`config.mk`:
```
export PLATFORM = sky130hd
export DESIGN_NAME = aqalu_vector_sequencer
export DESIGN_NICKNAME = d
export VERILOG_FILES = /design/src/rtl/aqalu_pkg.sv /design/src/rtl/aqalu_sec_tick.sv /design/src/rtl/aqalu_vector_sequencer.sv
export SDC_FILE = /design/constraint.sdc
export NUM_CORES = 1
export LEC_CHECK = 0
export ABC_AREA = 1
export BUFFER_PORTS_ARGS = -buffer_cell sky130_fd_sc_hd__buf_2
export CAP_MARGIN = 20
export CORE_ASPECT_RATIO = 1.5
export CORE_MARGIN = 4
export CORE_UTILIZATION = 40
export CTS_CLUSTER_SIZE = 25
export DETAILED_ROUTE_END_ITERATION = 8
export PLACE_DENSITY = 0.55
export REMOVE_ABC_BUFFERS = 1
export SETUP_SLACK_MARGIN = 0.4
export SLEW_MARGIN = 20
export SYNTH_ARGS = -nofsm -noshare
export SYNTH_HDL_FRONTEND = slang
export SYNTH_SLANG_ARGS = --single-unit
```
`constraint.sdc`:
```
create_clock -name i_clock -period 2.4 [get_ports i_clock]
set_input_delay 0.24 -clock i_clock [delete_from_list [all_inputs] [get_ports i_clock]]
set_output_delay 0.24 -clock i_clock [all_outputs]
set_load 0.01 [all_outputs]
```
`src/rtl/aqalu_pkg.sv`:
```
// aqalu_pkg: shared definitions for the AQALU vector sequencer.
//   - bit offsets of the fields inside a 16-bit table entry
//   - vec_t: packed view of one table entry
//   - SKIP_OPCODE: an entry with this opcode is applied but never compared
//   - state_e: sequencer FSM states
package aqalu_pkg;

  localparam int A_LSB   = 14;
  localparam int B_LSB   = 12;
  localparam int OP_LSB  = 8;
  localparam int EXP_LSB = 0;

  localparam logic [3:0] SKIP_OPCODE = 4'hF;

  // Field order matches the offsets above: {A, B, opcode, expected}.
  typedef struct packed {
    logic [1:0] a;
    logic [1:0] b;
    logic [3:0] op;
    logic [7:0] exp;
  } vec_t;

  typedef enum logic [1:0] {
    ST_IDLE,
    ST_WAIT,
    ST_GAP,
    ST_DONE
  } state_e;

endpackage

```
`src/rtl/aqalu_sec_tick.sv`:
```
// aqalu_sec_tick: elapsed-seconds counter.
// A prescaler counts enabled cycles; each time it reaches TICK_DIV-1 it wraps
// and the 8-bit seconds counter advances (wrapping 255 -> 0).
// Ports:
//   i_clock   system clock, rising edge
//   i_reset   asynchronous active-high reset
//   i_clr     synchronous clear of prescaler and seconds (wins over i_en)
//   i_en      count this cycle
//   o_seconds elapsed seconds
module aqalu_sec_tick #(
  parameter int TICK_DIV = 10_000_000
) (
  input  logic       i_clock,
  input  logic       i_reset,
  input  logic       i_clr,
  input  logic       i_en,
  output logic [7:0] o_seconds
);

  localparam int PRE_W = (TICK_DIV > 1) ? $clog2(TICK_DIV) : 1;

  logic [PRE_W-1:0] r_pre;
  logic [7:0]       r_sec;

  always_ff @(posedge i_clock or posedge i_reset) begin
    if (i_reset) begin
      r_pre <= '0;
      r_sec <= '0;
    end else if (i_clr) begin
      r_pre <= '0;
      r_sec <= '0;
    end else if (i_en) begin
      if (r_pre == PRE_W'(TICK_DIV - 1)) begin
        r_pre <= '0;
        r_sec <= r_sec + 8'd1;
      end else begin
        r_pre <= r_pre + 1'b1;
      end
    end
  end

  assign o_seconds = r_sec;

endmodule

```
`src/rtl/aqalu_vector_sequencer.sv`:
```
// aqalu_vector_sequencer: plays a table of {A, B, opcode, expected} vectors
// into the AQALU, samples alu_result ALU_LAT+1 edges after each vector is
// applied and keeps match/mismatch statistics plus elapsed seconds.
// Optional feature: define AQALU_SEQ_STOP_ON_FAIL_EN to end a run at the
// first mismatching sample; by default every requested vector runs.
// Ports:
//   i_clock, i_reset        clock (rising edge), async active-high reset
//   i_wr_en/addr/data       table write port (ignored while busy)
//   i_count                 vectors to run, sampled on an accepted start
//   i_start                 single-cycle run request
//   i_alu_result            ALU output under test
//   o_A, o_B, o_Opcode      vector applied to the ALU
//   o_busy, o_done, o_fail  run status
//   o_match_cnt, o_mismatch_cnt, o_last_fail_idx, o_seconds  statistics
module aqalu_vector_sequencer
  import aqalu_pkg::*;
#(
  parameter int DEPTH    = 16,
  parameter int PTR_W    = 4,
  parameter int ALU_LAT  = 1,
  parameter int STEP_GAP = 0,
  parameter int TICK_DIV = 10_000_000
) (
  input  logic             i_clock,
  input  logic             i_reset,
  input  logic             i_wr_en,
  input  logic [PTR_W-1:0] i_wr_addr,
  input  logic [15:0]      i_wr_data,
  input  logic [PTR_W:0]   i_count,
  input  logic             i_start,
  input  logic [7:0]       i_alu_result,
  output logic [1:0]       o_A,
  output logic [1:0]       o_B,
  output logic [3:0]       o_Opcode,
  output logic             o_busy,
  output logic             o_done,
  output logic             o_fail,
  output logic [PTR_W:0]   o_match_cnt,
  output logic [PTR_W:0]   o_mismatch_cnt,
  output logic [PTR_W-1:0] o_last_fail_idx,
  output logic [7:0]       o_seconds
);

  localparam int WAIT_W   = (ALU_LAT  > 0) ? $clog2(ALU_LAT + 1) : 1;
  localparam int GAP_W    = (STEP_GAP > 1) ? $clog2(STEP_GAP)    : 1;
  localparam int GAP_LAST = (STEP_GAP > 0) ? STEP_GAP - 1        : 0;

  logic [15:0]       r_table [DEPTH];
  state_e            r_state, w_next;
  logic [PTR_W-1:0]  r_idx, r_last, r_lfi;
  logic [WAIT_W-1:0] r_wait;
  logic [GAP_W-1:0]  r_gap;
  logic [1:0]        r_a, r_b;
  logic [3:0]        r_op;
  logic [7:0]        r_exp;
  logic [PTR_W:0]    r_match, r_mis;
  logic              r_fail;

  logic              w_busy, w_accept, w_sample, w_skip, w_mis, w_stop;
  logic              w_load_next, w_load;
  logic [PTR_W:0]    w_cnt_m1;
  logic [PTR_W-1:0]  w_last, w_ld_idx;
  vec_t              w_ld_vec;

  assign w_busy   = (r_state == ST_WAIT) || (r_state == ST_GAP);
  assign w_accept = i_start && (i_count != '0) &&
                    ((r_state == ST_IDLE) || (r_state == ST_DONE));
  assign w_sample = (r_state == ST_WAIT) && (r_wait == WAIT_W'(ALU_LAT));
  assign w_skip   = (r_op == SKIP_OPCODE);
  assign w_mis    = w_sample && !w_skip && (i_alu_result != r_exp);

  // Index of the last vector to run; requests beyond the table are clamped.
  assign w_cnt_m1 = i_count - 1'b1;
  assign w_last   = (i_count > (PTR_W+1)'(DEPTH)) ? PTR_W'(DEPTH - 1)
                                                  : w_cnt_m1[PTR_W-1:0];

`ifdef AQALU_SEQ_STOP_ON_FAIL_EN
  assign w_stop = (r_idx == r_last) || w_mis;
`else
  assign w_stop = (r_idx == r_last);
`endif

  // One table read port serves both the first load and every following one.
  assign w_load   = w_accept || w_load_next;
  assign w_ld_idx = w_accept ? '0 : r_idx + 1'b1;
  assign w_ld_vec = vec_t'(r_table[w_ld_idx]);

  always_ff @(posedge i_clock or posedge i_reset) begin
    if (i_reset) r_state <= ST_IDLE;
    else         r_state <= w_next;
  end

  always_comb begin
    w_next      = r_state;
    w_load_next = 1'b0;
    case (r_state)
      ST_IDLE, ST_DONE: if (w_accept) w_next = ST_WAIT;
      ST_WAIT: begin
        if (w_sample) begin
          if (w_stop)             w_next = ST_DONE;
          else if (STEP_GAP == 0) w_load_next = 1'b1;
          else                    w_next = ST_GAP;
        end
      end
      ST_GAP: begin
        if (r_gap == GAP_W'(GAP_LAST)) begin
          w_next      = ST_WAIT;
          w_load_next = 1'b1;
        end
      end
      default: w_next = ST_IDLE;
    endcase
  end

  // Table has no reset; contents survive a reset.
  always_ff @(posedge i_clock) begin
    if (i_wr_en && !w_busy) r_table[i_wr_addr] <= i_wr_data;
  end

  always_ff @(posedge i_clock or posedge i_reset) begin
    if (i_reset) begin
      r_idx   <= '0;
      r_last  <= '0;
      r_lfi   <= '0;
      r_wait  <= '0;
      r_gap   <= '0;
      r_a     <= '0;
      r_b     <= '0;
      r_op    <= '0;
      r_exp   <= '0;
      r_match <= '0;
      r_mis   <= '0;
      r_fail  <= 1'b0;
    end else begin
      if (w_load) begin
        r_idx  <= w_ld_idx;
        r_a    <= w_ld_vec.a;
        r_b    <= w_ld_vec.b;
        r_op   <= w_ld_vec.op;
        r_exp  <= w_ld_vec.exp;
        r_wait <= '0;
      end else if ((r_state == ST_WAIT) && !w_sample) begin
        r_wait <= r_wait + 1'b1;
      end

      if (r_state == ST_GAP) r_gap <= r_gap + 1'b1;
      else                   r_gap <= '0;

      if (w_accept) begin
        r_last  <= w_last;
        r_match <= '0;
        r_mis   <= '0;
        r_fail  <= 1'b0;
      end else if (w_sample && !w_skip) begin
        if (w_mis) begin
          r_mis  <= r_mis + 1'b1;
          r_fail <= 1'b1;
          r_lfi  <= r_idx;
        end else begin
          r_match <= r_match + 1'b1;
        end
      end
    end
  end

  aqalu_sec_tick #(.TICK_DIV(TICK_DIV)) u_sec_tick (
    .i_clock   (i_clock),
    .i_reset   (i_reset),
    .i_clr     (w_accept),
    .i_en      (w_busy),
    .o_seconds (o_seconds)
  );

  assign o_A             = r_a;
  assign o_B             = r_b;
  assign o_Opcode        = r_op;
  assign o_busy          = w_busy;
  assign o_done          = (r_state == ST_DONE);
  assign o_fail          = r_fail;
  assign o_match_cnt     = r_match;
  assign o_mismatch_cnt  = r_mis;
  assign o_last_fail_idx = r_lfi;

endmodule

```
==> metrics.txt <==
status=complete, no violations; fin crit share=81.9%; Clock Tree Root=clkbuf_16; Syn Area/Cell=10.4 um^2; Post-Syn Area=roughly 0.015 mm^2; Die H=243 um; Hold Path Depth=3; path depth of the worst reg2reg path=7; Hold Startpoint=i_count[0]; global route overflow=0; Initial Util=40.7%; Antenna Violating Nets Remaining=0; dpl cell area=approximately 0.016 mm^2; number of synthesized flops with an enable pin=256; clock skew=0.0160 ns; VDD IR-drop max=~0.75 mV; Min Hold Slack=approximately 0.042 ns; initial DRC count=837; total CTS buffers=34; wire per inst=20.1 um; antenna violations before repair=1; Distinct cells, synth=36; die area=0.0399 mm^2; via-per-instance ratio=5.18; largest net degree at the start of global routing=63; FF-to-FF setup slack=approximately 0.43 ns; finished layout cell area=around 0.018 mm^2; Hold Violations, Final=0; DRC Markers=0; FF-to-FF Start=r_state[1]$_DFFE_PP0P_; CP endpoint kind=register; register area=roughly 0.0096 mm^2; Num Clock Sinks=331; nets=between 1500 and 2000; Synth area leaders=edfxtp_1, dfrtp_1, nand3_1, nand2_1, inv_1; Leak=between 7 and 8 nW; register area share after synthesis=between 60% and 70%; Placeable Area=around 0.036 mm^2; Max Fclk=509 MHz; CTS tree=built; Final GP Congestion=just over 0.8; global-route usage over all layers=20.2%; Area Overhead vs Synth=21.6%; worst-margin pin slew=0.483 ns; estimated wirelength of the detail-placed design=24.3 mm; fill count=around 3200; Pins Over Slew Limit=0; PwrDens=about 1200 mW/mm^2; fraction of registers with async set or reset after synthesis=22.7%; R2R Path End=r_last[1]$_DFFE_PP0N_; Yosys warnings=0; clk slew on worst S/H paths=about 0.060 ns; Commonest cells post-synth=nand2_1, edfxtp_1, nand3_1; most common cell in the netlist=nand2_1; Synth top area share=52.4%; Worst Path Max Fanout=12; CTS H-tree depth=2; layout cell share with drive strength beyond 1=18.1%; multi-input logic area=0.00443 mm^2; Slew HR=67.7%; Clock Latency Late Sink=0.53 ns; met3 usage=3.10%; drt pass-1 iters=8; TNS Setup=0 ns; Yosys reg bits=around 330; Site Rows=85; Startpoint Class=register; Max Root-Sink Buffers=3; # port buffers=69; critical path arrival=around 2.4 ns; Top FF cell, synth=edfxtp_1; via count=~11000; cell type with the largest total area after synthesis=edfxtp_1; met2 usage=between 30% and 40%; final setup fails=0; met1 GRT Util=between 20 and 30%; Syn Inst Count=1407; Worst Path Required=2.81 ns; WS Path Type=register to register; WL final=41.1 mm; minimum clock period=~2.0 ns; Top Ports=70; Max-Cap Viols=0; first-pass GRT wire length=roughly 61 mm; vias in the first global route=10300; hold endpoint=r_last[0]$_DFFE_PP0N_; Hold Crit Class=input port to register; gr busiest metal=met2; RSZ-0062 raised after global routing=yes; Die W=164 um
[routing by layer]
layer  wire length [um]  up-vias
li1                   -     5056
met1              16300     5142
met2              21100      327
met3               2300       85
met4               1410        2
met5                 20        -
[final cells by class]
| cell class | count | share of cell area (%) |
|---|---|---|
| clock buffer | 47 | 5.21 |
| multi-input combinational | 844 | 24.8 |
| tap | 478 | 3.35 |
| sequential | 331 | 53.6 |
| clock inverter | 14 | 0.638 |
| inverter | 168 | 3.66 |
| antenna | 1 | 0.0140 |
| timing repair buffer | 165 | 8.66 |
[registers in the layout (all words and copies together) (netlist names), 5 cells and up]
register,count
r_table,256
u_sec_tick.r_pre,24
r_exp,8
u_sec_tick.o_seconds,8
o_match_cnt,5
o_mismatch_cnt,5
[per-stage QoR]
stage               power, mW  utilization (%)  std cells  setup slack [ns]
global placement         15.2             44.3       1952            0.0366
floorplan                11.9                -       1341             -2.14
finish                   22.0             49.5       2048             0.434
detailed placement       15.3             44.3       1952           -0.0101
global route             23.3             49.5       2047             0.331
CTS                      21.3             48.2       2030             0.395
[kinds of logic after synthesis]
| kind of cell | after synthesis | share of synthesized area (%) |
|---|---|---|
| adders and majority gates | 10 | 0.853 |
| xor gates and xnor gates | 31 | 1.85 |
| DFF | 331 | 65.2 |
| and+or+nand+nor | 711 | 22.1 |
| AOI/OAI and AO/OA | 90 | 3.56 |
| buffers and inverters | 234 | 6.47 |
[placed cells by master (no fill, tap or decap), types with 10 or more instances in the layout]
master | Yosys | final
clkbuf_1 | 21 | 10
xnor2_1 | 17 | 17
nor2_2 | 1 | 22
buf_12 | 0 | 16
xor2_1 | 14 | 14
o21ai_0 | 28 | 26
a21oi_1 | 20 | 19
o22ai_1 | 19 | 19
nand4_1 | 12 | 12
nor3_1 | 15 | 14
dfrtp_1 | 75 | 74
buf_2 | 32 | 69
nand3_1 | 249 | 233
nand2_1 | 306 | 302
buf_4 | 8 | 61
nand3b_1 | 37 | 37
clkbuf_16 | 0 | 40
edfxtp_1 | 256 | 256
nor2_1 | 76 | 54
nand3_2 | 1 | 17
inv_1 | 165 | 159
[worst max-delay path by stage]
stage | startpoint | to | slack, ns | cells after the start
finish | r_state[1]$_DFFE_PP0P_ | r_last[1]$_DFFE_PP0N_ | 0.43 | 7
global route | r_idx[2]$_DFFE_PP0P_ | o_A[1]$_DFFE_PP0P_ | 0.33 | 10
CTS | r_state[1]$_DFFE_PP0P_ | r_exp[2]$_DFFE_PP0P_ | 0.40 | 8
detailed placement | r_state[0]$_DFFE_PP0P_ | o_A[0]$_DFFE_PP0P_ | -0.01 | 12
global placement | r_state[0]$_DFFE_PP0P_ | o_A[0]$_DFFE_PP0P_ | 0.04 | 12
floorplan | r_idx[0]$_DFFE_PP0P_ | o_A[0]$_DFFE_PP0P_ | -2.14 | 9
[worst max-delay path: stages, from the launching register on]
cell,delay [ns]
dfrtp_1,0.42
ha_4,0.32
nand3_4,0.12
buf_4,0.18
inv_1,0.35
buf_4,0.27
nand3_1,0.09
o21a_1,0.11
[power breakdown]
| group | switching [mW] | internal [mW] | total (mW) |
|---|---|---|---|
| clock | 2.21 | 2.84 | 5.05 |
| combinational | 6.02 | 3.81 | 9.83 |
| sequential | 0.459 | 6.69 | 7.15 |
| total | 8.69 | 13.3 | 22.0 |
[repair_timing]
| item | 4_1_cts | 5_1_grt |
|---|---|---|
| setup endpoints to repair | 238 | 73 |
| pin swaps | 3 | 12 |
| gates resized for setup | 22 | 56 |
| hold buffers | 1 | 0 |
| cloned | 7 | 7 |
| endpoints found under the hold margin | 22 | 0 |
| setup buffers | 9 | 10 |
No activity file was read; power rests on OpenSTA's default activity.
